$ cat src/rtl/fifo_pkg.sv
// Shared types and defaults for the FIFO drain path.
package fifo_pkg;

    localparam int FIFO_WIDTH = 16;

    typedef enum logic [1:0] {IDLE, WAIT, STREAM} reader_state_e;

    typedef logic [FIFO_WIDTH-1:0] fifo_word_t;

endpackage

$ cat src/rtl/fifo_stream_reader_if.sv
// FIFO read port plus valid/ready output stream; master is the reader side.
interface fifo_stream_reader_if
    import fifo_pkg::*;
#(
    parameter int W = FIFO_WIDTH
) ();

    logic [W-1:0] fifo_data_out;
    logic         fifo_empty;
    logic         fifo_almostfull;
    logic         fifo_rd_en;
    logic [W-1:0] m_data;
    logic         m_valid;
    logic         m_ready;

    modport master (
        input  fifo_data_out, fifo_empty, fifo_almostfull, m_ready,
        output fifo_rd_en, m_data, m_valid
    );

    modport slave (
        output fifo_data_out, fifo_empty, fifo_almostfull, m_ready,
        input  fifo_rd_en, m_data, m_valid
    );

endinterface

$ cat src/rtl/fifo_skid_buf.sv
// Two-entry in-order skid buffer; ent0 is always the head.
module fifo_skid_buf
    import fifo_pkg::*;
#(
    parameter int W = FIFO_WIDTH
) (
    input  logic         clk,
    input  logic         rst_n,
    input  logic         push,
    input  logic [W-1:0] push_data,
    input  logic         pop,
    output logic [1:0]   occ,
    output logic [W-1:0] head
);

    logic [W-1:0] ent0, ent1;

    assign head = ent0;

    always_ff @(posedge clk or negedge rst_n) begin
        if (!rst_n) begin
            occ  <= 2'd0;
            ent0 <= '0;
            ent1 <= '0;
        end else begin
            case ({push, pop})
                2'b10: begin
                    if (occ == 2'd0) ent0 <= push_data;
                    else             ent1 <= push_data;
                    occ <= occ + 2'd1;
                end
                2'b01: begin
                    ent0 <= ent1;
                    occ  <= occ - 2'd1;
                end
                // simultaneous push/pop: occupancy unchanged, new word goes behind the survivor
                2'b11: begin
                    if (occ == 2'd2) begin
                        ent0 <= ent1;
                        ent1 <= push_data;
                    end else begin
                        ent0 <= push_data;
                    end
                end
                default: ;
            endcase
        end
    end

endmodule

$ cat src/rtl/fifo_stream_reader.sv
// Batching drain stage for the sync FIFO: waits for almostfull or an idle timeout,
// then streams words out through a skid buffer. FIFO_READER_STATS_EN adds word_cnt.
module fifo_stream_reader #(
    parameter int FIFO_WIDTH = fifo_pkg::FIFO_WIDTH,
    parameter int TIMEOUT    = 8,
    parameter int TMR_W      = 4
) (
    input  logic                  clk,
    input  logic                  rst_n,
    fifo_stream_reader_if.master  bus,
    output logic                  busy
`ifdef FIFO_READER_STATS_EN
    ,
    output logic [31:0]           word_cnt
`endif
);

    import fifo_pkg::*;

    localparam logic [TMR_W-1:0] TMR_LAST = TMR_W'((TIMEOUT > 0) ? TIMEOUT - 1 : 0);

    reader_state_e    state;
    logic [TMR_W-1:0] timer;
    logic             rd_pend;
    logic             pop;
    logic [1:0]       occ;
    logic [2:0]       inflight;

    assign bus.m_valid = (occ != 2'd0);
    assign pop         = bus.m_valid && bus.m_ready;
    // words held or arriving next cycle; a pop this cycle frees a slot for this cycle's read
    assign inflight    = {1'b0, occ} + {2'b00, rd_pend} - {2'b00, pop};
    assign bus.fifo_rd_en = (state == STREAM) && !bus.fifo_empty && (inflight < 3'd2);
    assign busy        = (state != IDLE) || bus.m_valid || rd_pend;

    always_ff @(posedge clk or negedge rst_n) begin
        if (!rst_n) begin
            state   <= IDLE;
            timer   <= '0;
            rd_pend <= 1'b0;
        end else begin
            rd_pend <= bus.fifo_rd_en;
            case (state)
                IDLE: begin
                    if (bus.fifo_almostfull) begin
                        state <= STREAM;
                    end else if (!bus.fifo_empty) begin
                        timer <= '0;
                        state <= (TIMEOUT == 0) ? STREAM : WAIT;
                    end
                end
                WAIT: begin
                    timer <= timer + TMR_W'(1);
                    if (bus.fifo_almostfull || timer == TMR_LAST) state <= STREAM;
                    else if (bus.fifo_empty)                     state <= IDLE;
                end
                STREAM: begin
                    if (bus.fifo_empty) state <= IDLE;
                end
                default: state <= IDLE;
            endcase
        end
    end

    fifo_skid_buf #(.W(FIFO_WIDTH)) u_skid (
        .clk       (clk),
        .rst_n     (rst_n),
        .push      (rd_pend),
        .push_data (bus.fifo_data_out),
        .pop       (pop),
        .occ       (occ),
        .head      (bus.m_data)
    );

`ifdef FIFO_READER_STATS_EN
    always_ff @(posedge clk or negedge rst_n) begin
        if (!rst_n)   word_cnt <= '0;
        else if (pop) word_cnt <= word_cnt + 32'd1;
    end
`endif

endmodule
$ cat src/flat_wrapper.sv
// flat-port wrapper written by rule: the top's interface ports become plain ports
module fifo_stream_reader_flat import fifo_pkg::*;
#(
    parameter int FIFO_WIDTH = fifo_pkg::FIFO_WIDTH,
    parameter int TIMEOUT    = 8,
    parameter int TMR_W      = 4
)
  (clk, rst_n, busy, bus_fifo_data_out, bus_fifo_empty, bus_fifo_almostfull, bus_m_ready, bus_fifo_rd_en, bus_m_data, bus_m_valid);
  fifo_stream_reader_if bus_i ();
  input  logic clk;
  input  logic rst_n;
  output logic busy;
  input wire logic [$bits(bus_i.fifo_data_out)-1:0] bus_fifo_data_out;
  input wire logic [$bits(bus_i.fifo_empty)-1:0] bus_fifo_empty;
  input wire logic [$bits(bus_i.fifo_almostfull)-1:0] bus_fifo_almostfull;
  input wire logic [$bits(bus_i.m_ready)-1:0] bus_m_ready;
  output wire logic [$bits(bus_i.fifo_rd_en)-1:0] bus_fifo_rd_en;
  output wire logic [$bits(bus_i.m_data)-1:0] bus_m_data;
  output wire logic [$bits(bus_i.m_valid)-1:0] bus_m_valid;
  assign bus_i.fifo_data_out = bus_fifo_data_out;
  assign bus_i.fifo_empty = bus_fifo_empty;
  assign bus_i.fifo_almostfull = bus_fifo_almostfull;
  assign bus_i.m_ready = bus_m_ready;
  assign bus_fifo_rd_en = bus_i.fifo_rd_en;
  assign bus_m_data = bus_i.m_data;
  assign bus_m_valid = bus_i.m_valid;
  fifo_stream_reader #(.FIFO_WIDTH(FIFO_WIDTH), .TIMEOUT(TIMEOUT), .TMR_W(TMR_W)) u_core (.clk(clk), .rst_n(rst_n), .bus(bus_i), .busy(busy));
endmodule
$ cat config.mk
export PLATFORM = sky130hd
export DESIGN_NAME = fifo_stream_reader_flat
export DESIGN_NICKNAME = d
export VERILOG_FILES = /design/src/rtl/fifo_pkg.sv /design/src/rtl/fifo_stream_reader_if.sv /design/src/rtl/fifo_skid_buf.sv /design/src/rtl/fifo_stream_reader.sv /design/src/flat_wrapper.sv
export SDC_FILE = /design/constraint.sdc
export NUM_CORES = 1
export LEC_CHECK = 0
export BUFFER_PORTS_ARGS = -buffer_cell sky130_fd_sc_hd__buf_2
export CAP_MARGIN = 15
export CORE_MARGIN = 2
export CORE_UTILIZATION = 43
export CTS_BUF_LIST = sky130_fd_sc_hd__clkbuf_4 sky130_fd_sc_hd__clkbuf_8
export CTS_CLUSTER_SIZE = 24
export DETAILED_ROUTE_END_ITERATION = 6
export HOLD_SLACK_MARGIN = 0.02
export PLACE_DENSITY = 0.69
export SYNTH_ARGS = -nofsm -noshare
export SYNTH_HDL_FRONTEND = slang
export SYNTH_SLANG_ARGS = --single-unit
$ cat constraint.sdc
create_clock -name clk -period 2.6 [get_ports clk]
set_input_delay 0 -clock clk [delete_from_list [all_inputs] [get_ports clk]]
set_output_delay 0 -clock clk [all_outputs]
set_load 0.02 [all_outputs]
==> results of run 1 <==
==> metrics by stage <==
step	instance area, um2	std cells
after global placement	2360	277
after global routing	2670	304
after CTS	2670	304
after floorplan	2150	182
final	2670	304
after detailed placement	2360	277
==> placed cells by master, fill, tap and decap left out, drive strengths merged, types with 2 or more instances in the layout <==
master       count
a22o             2
a31oi           16
buf             45
clkbuf           6
dfrtp           41
dlygate4sd3     19
ha               5
inv              4
mux2            18
nand2            2
nand2b           2
nand3           17
nor2             4
nor3            17
nor3b            2
o21a             2
o21ai           18
or2              2
xnor2            2
xor2             2
==> routing by layer <==
layer  vias to the layer above  part of all wire  global-route usage
met1                       783              0.46               0.234
met2                        47              0.47               0.299
met3                         7             0.052              0.0420
met5                         -                 0                   0
li1                        767                 -                   -
met4                         0             0.016              0.0687
==> worst max-delay path by stage <==
stage / endpoint / slack [ns]
after floorplan: u_core.rd_pend / 0.08
after global placement: u_core.u_skid.ent1[15] / 0.52
after detailed placement: u_core.u_skid.ent1[15] / 0.47
after CTS: bus_fifo_rd_en / 0.18
after global routing: bus_fifo_rd_en / 0.07
final: bus_fifo_rd_en / 0.19
==> logic make-up (layout without fill, tap and decap cells) <==
logic type                 Yosys count  after routing  synth area share
and+or+nand+nor                     50             50             0.128
AOI/OAI and AO/OA                   42             42             0.152
DFF                                 41             41             0.484
buffers and inverters               21             76            0.0667
muxes                               18             18             0.113
adders and majority gates            6              6            0.0390
xor gates and xnor gates             4              4            0.0165
==> critical path: cells and delay by family, from the launching register on <==
family | cells | cell delay [ns]
adders and majority gates | 2 | 0.73
AOI/OAI and AO/OA | 1 | 0.24
and+or+nand+nor | 2 | 0.35
DFF | 1 | 0.38
buffers and inverters | 2 | 0.39
==> area by class of cell <==
type | instances | area, um2
Fill cell | 415 | 2060
Clock buffer | 6 | 82.6
Multi-Input combinational cell | 120 | 978
Timing Repair Buffer | 64 | 443
Inverter | 4 | 15.0
Sequential cell | 41 | 1030
Tap cell | 67 | 83.8
Clock inverter | 2 | 37.5
==> cells in the mapped netlist, types with 4 or more instances <==
cell type / count / area [um2]
nand3_1: 17 / 85.1
a31oi_1: 6 / 37.5
nor3_1: 17 / 85.1
buf_6: 6 / 67.6
nor2_1: 4 / 15.0
inv_1: 4 / 15.0
clkbuf_1: 8 / 30.0
ha_1: 5 / 62.6
mux2_2: 8 / 90.1
mux2_4: 10 / 150
dfrtp_1: 41 / 1030
a31oi_2: 10 / 125
o21ai_0: 18 / 90.1
==> power groups by stage <==
stage | clock (mW) | combinational [mW] | sequential [mW]
2_1_floorplan | 0 | 1.04 | 1.24
3_3_place_gp | 0 | 1.45 | 1.12
3_5_place_dp | 0 | 1.47 | 1.12
4_1_cts | 0.549 | 1.50 | 1.11
5_1_grt | 0.571 | 1.64 | 1.15
6_report | 0.536 | 1.48 | 1.11
==> sequential cells by signal (all words and copies together) (netlist names) <==
register            count
u_core.u_skid.ent1     16
u_core.state            2
u_core.u_skid.occ       2
u_core.timer            4
u_core.rd_pend          1
u_core.u_skid.head     16
==> timing repair <==
item,4_1_cts,5_1_grt
setup buffers,0,0
hold buffers,19,0
endpoints found under the hold margin,75,0
setup endpoints to repair,0,0
==> qor.csv, run 1 <==
metric,value,unit
drv_cap,0,
synth_area_per_cell,11.6,um2
p_seq_frac,0.354,
tns,0,ns
grt_max_degree,42,
worst_ep_arrival_time,2.41,ns
ant_nets,0,
async_flop_share,1.00,
ir_worst_vdd,562,uV
first_global_vias,1584,
rsz0062_at_grt,false,
drc,0,
fin_util,0.565,
antenna_found_initial,0,
r2r-end,u_core.u_skid.ent1[15],
coreArea,0.00472,mm2
startpoint_type,flip-flop,
crit_path_start,u_core.u_skid.occ[1],
drtIter0Drc,72,
initial_core_util,0.448,
cts_resized,0,
switchingPower,1.18,mW
netlist_area,0.00212,mm2
comb_power_share,0.475,
swShare,0.377,
cts_buffers,5,
final-max-slew-violation-count,0,
fin_crit_sh,0.926,
synth_nets,209,
grt.overflow.total,0,
hold_depth,4,
seq_area_frac_synth,0.484,
holdPathEnd,u_core.u_skid.occ[0],
synthesis.instances,182,
io_pins,40,
hold_viol,0,
ys_types,35,
dp_hpwl,2850,um
fin_worst_skew,0.00968,ns
die_x,74.2,um
cts_buffer_depth,2,
p_leak,1.16,nW
cp-end-kind,primary output,
hp-class,in2reg,
cts.clk_slew.worst_paths,0.08,ns
worstSetupPathType,reg2out,
cts.sinks,41,
post_drt_wl_per_cell,14.5,um
crit_fanout,11,
crit_chain,o21a_1 > buf_4 > ha_1 > fa_1 > nand2_1 > nor4_4 > buf_2,
fmax,415,MHz
ff2ff_setup_slack,0.46,ns
vias,1604,
grt_pass1_wl,7510,um
synth_edf_count,0,
globalplace.congestion,0.819,
power.density,1170,mW/mm2
worst_hold_startpoint,bus_m_ready,
antenna_cells,0,
fin_nets,263,
cts_tree,done,
drive_gt1_frac,0.359,
max-slew-margin-rel,0.393,
routed_wl,4410,um
tightest_slew,0.910,ns
setup_ws,0.192,ns
area_growth,25.9,%
yosysWarnings,0,
required,2.60,ns
dieHeight,74.2,um
htreeDepth,2,
p_int,1.95,mW
track_usage,0.181,
finalPower,3.13,mW
fp-row-count,25,
die-area,0.00550,mm2
ys_ff_latch,41,
setup_viol,0,
p_clk_frac,0.171,
clockRootBuffer,clkbuf_8,
synthFlopType,dfrtp_1,
status,finished clean,
port-buffer-count,39,
drt_first_pass_iters,4,
insertion_delay,0.30,ns
reg2reg_from,u_core.u_skid.occ[1],
crit_path_max_incr_delay,0.53,ns
vias_per_cell,5.28,
timing.hold.ws,0.228,ns
pre_cts_slack,0.469,ns
crit_slowest_cell,fa_1,
fin_crit,2.41,ns
r2r_cells,7,
No activity file was read; power rests on OpenSTA's default activity.
==> inputs of run 2 (changes only) <==
--- a/config.mk
+++ b/config.mk
@@ -5,6 +5,7 @@
 export SDC_FILE = /design/constraint.sdc
 export NUM_CORES = 1
 export LEC_CHECK = 0
+export ABC_AREA = 1
 export BUFFER_PORTS_ARGS = -buffer_cell sky130_fd_sc_hd__buf_2
 export CAP_MARGIN = 15
 export CORE_MARGIN = 2
@@ -13,7 +14,7 @@
 export CTS_CLUSTER_SIZE = 24
 export DETAILED_ROUTE_END_ITERATION = 6
 export HOLD_SLACK_MARGIN = 0.02
-export PLACE_DENSITY = 0.69
+export PLACE_DENSITY = 0.76
 export SYNTH_ARGS = -nofsm -noshare
 export SYNTH_HDL_FRONTEND = slang
 export SYNTH_SLANG_ARGS = --single-unit
==> run 2 against run 1 <==
  * Register-to-register slack improved by 0.02 ns
  * Critical path depth rose by 4
  * Non-clock buffer count fell by 1
  * Highest routed layer unchanged
  * Utilization rose by 0.30 points
  * Global-route usage fell by 0.50 points
  * Synthesized cell count rose by 41%
  * Final area fell by 0.14%
  * Hold slack got worse by 0.027 ns
  * Combinational power fell by 9%
==> qor.csv, run 2 <==
metric,value,unit
netlist_area,0.00207,mm2
grt_pass1_wl,7340,um
globalplace.congestion,0.777,
ys_ff_latch,41,
met3_usage,0.0494,
gr-usage-met1,0.227,
cp-endpoint,bus_fifo_rd_en,
area_growth,28.3,%
tns,0,ns
drt_first_pass_iters,4,
fin_crit_sh,0.944,
synth_commonest_cells,"111 x nand2_1, 41 x dfrtp_1, 24 x inv_1",
required,2.60,ns
grtUsageMet2,0.282,
yosys.area.top_type,dfrtp_1,
r2r-end,u_core.u_skid.ent1[0],
p_clk_frac,0.181,
worst_ep_arrival_time,2.45,ns
cts.clk_slew.worst_paths,0.08,ns
fin_crit,2.45,ns
synthFlopType,dfrtp_1,
finalPower,3.02,mW
synth_edf_count,0,
port-buffer-count,39,
comb_power_share,0.448,
switchingPower,1.24,mW
swShare,0.410,
die-area,0.00540,mm2
hp-class,in2reg,
die_x,73.5,um
dp_hpwl,2730,um
drtIter0Drc,107,
power.density,1130,mW/mm2
yosys.area_share.simple,0.308,
fp-row-count,25,
cts_buffer_depth,2,
drive_gt1_frac,0.219,
fill_cells,423,
setup_viol,0,
synth-xor-area-share,0.00844,
reg2reg_from,u_core.u_skid.occ[1],
htreeDepth,2,
grt_max_degree,42,
routed_wl,4330,um
p_int,1.78,mW
insertion_delay,0.30,ns
layout_commonest_cell,nand2_1,
timing.hold.ws,0.201,ns
fin_cells,373,
muxShareOfSynthArea,0,
vias_per_cell,4.72,
fmax,408,MHz
startpoint_type,flip-flop,
p_leak,1.40,nW
ys_types,28,
cts_tree,done,
first_global_vias,1649,
final_cell_area,0.00266,mm2
synthesis.instances,256,
synth_top_area_frac,0.495,
fin_worst_skew,0.00519,ns
rsz0062_at_grt,false,
io_pins,40,
drc,0,
coreArea,0.00469,mm2
ff2ff_setup_slack,0.48,ns
track_usage,0.176,
r2r_cells,11,
max-slew-margin-rel,0.397,
cts.sinks,41,
synth_area_per_cell,8.10,um2
status,finished clean,
p_seq_frac,0.371,
antenna_cells,0,
dieHeight,73.5,um
post_drt_wl_per_cell,11.6,um
grt.overflow.total,0,
initial_core_util,0.442,
clockRootBuffer,clkbuf_8,
final_cell_mix,"110 x nand2_1, 39 x dfrtp_1, 38 x buf_2",
ir_worst_vdd,424,uV
vias,1761,
ant_nets,0,
synth_most_common_cell,nand2_1,
synth_area_leaders,"dfrtp_1 49%, nand2_1 20%, nand3_1 5.5%",
worstSetupPathType,reg2out,
dp.cells,341,
crit_path_start,u_core.u_skid.occ[1],
busiest_layer,met2,
yosys.area_share.adder,0.0398,
hold_viol,0,
fin_nets,345,
tightest_slew,0.904,ns
yosysWarnings,0,
seq_area_frac_synth,0.495,
cts_buffers,5,
final-max-slew-violation-count,0,
antenna_found_initial,0,
crit_fanout,4,
synth_top_family_by_area,simple AND/OR/NAND/NOR gates,
placed_area,0.00228,mm2
async_flop_share,1.00,
drv_cap,0,
synth-compound-area-share,0.0700,
cp-end-kind,primary output,
synth_nets,283,
## run 2: worst max-delay path, cell delays in order (launching register included)
cell      delay, ns
dfrtp_2        0.43
nor2_4         0.16
inv_4          0.07
nand2_4        0.10
inv_4          0.07
ha_4           0.22
inv_2          0.06
nand2_2        0.05
fa_1           0.49
o21ai_0        0.10
a211oi_2       0.24
buf_4          0.18
## run 2: logic make-up (layout without fill, tap and decap cells)
family | count (synthesis) | after routing
AOI/OAI and AO/OA | 25 | 25
xor gates and xnor gates | 2 | 2
adders and majority gates | 6 | 6
buffers and inverters | 36 | 99
DFF | 41 | 41
and+or+nand+nor | 146 | 146
## run 2: layer usage
layer | vias to the layer above | routed length, um
met5 | - | 0
met1 | 797 | 2020
met2 | 40 | 2020
met4 | 0 | 64
met3 | 6 | 223
li1 | 918 | -
## run 2: worst min path at each step
stage / to / depth (start not counted) / slack (ns) / start
3_5_place_dp: u_core.u_skid.head[2] / 1 / 0.19 / rst_n
5_1_grt: u_core.u_skid.head[15] / 6 / 0.22 / bus_m_ready
3_3_place_gp: u_core.u_skid.head[2] / 1 / 0.18 / rst_n
2_1_floorplan: u_core.rd_pend / 0 / -0.30 / rst_n
4_1_cts: u_core.u_skid.head[6] / 5 / 0.22 / bus_m_ready
6_report: u_core.u_skid.head[5] / 6 / 0.20 / bus_m_ready
## run 2: final cells by class
cell class	instances	area, um2	share of cell area
Multi-Input combinational cell	179	903	0.339
Inverter	28	110	0.0414
Tap cell	54	67.6	0.0254
Timing Repair Buffer	63	433	0.163
Clock inverter	1	30.0	0.0113
Clock buffer	7	90.1	0.0338
Sequential cell	41	1030	0.386
## run 2: stage by stage
step / util / setup WS (ns)
finish: 0.567 / 0.146
CTS: 0.557 / 0.0156
global placement: 0.487 / 0.252
global route: 0.567 / 0.0230
floorplan: - / 0.217
detailed placement: 0.487 / 0.137
## run 2: power groups by stage
stage | combinational, mW | sequential, mW | clock (mW)
after floorplan | 0.792 | 1.27 | 0
after global placement | 1.21 | 1.13 | 0
after detailed placement | 1.23 | 1.15 | 0
after CTS | 1.29 | 1.13 | 0.559
after global routing | 1.54 | 1.15 | 0.585
final | 1.35 | 1.12 | 0.547
## run 2: repair_timing
action	4_1_cts	5_1_grt
endpoints found under the hold margin	59	0
hold buffers	19	0
pin swaps	1	3
setup endpoints to repair	1	1
setup buffers	2	2
gates resized for setup	3	4
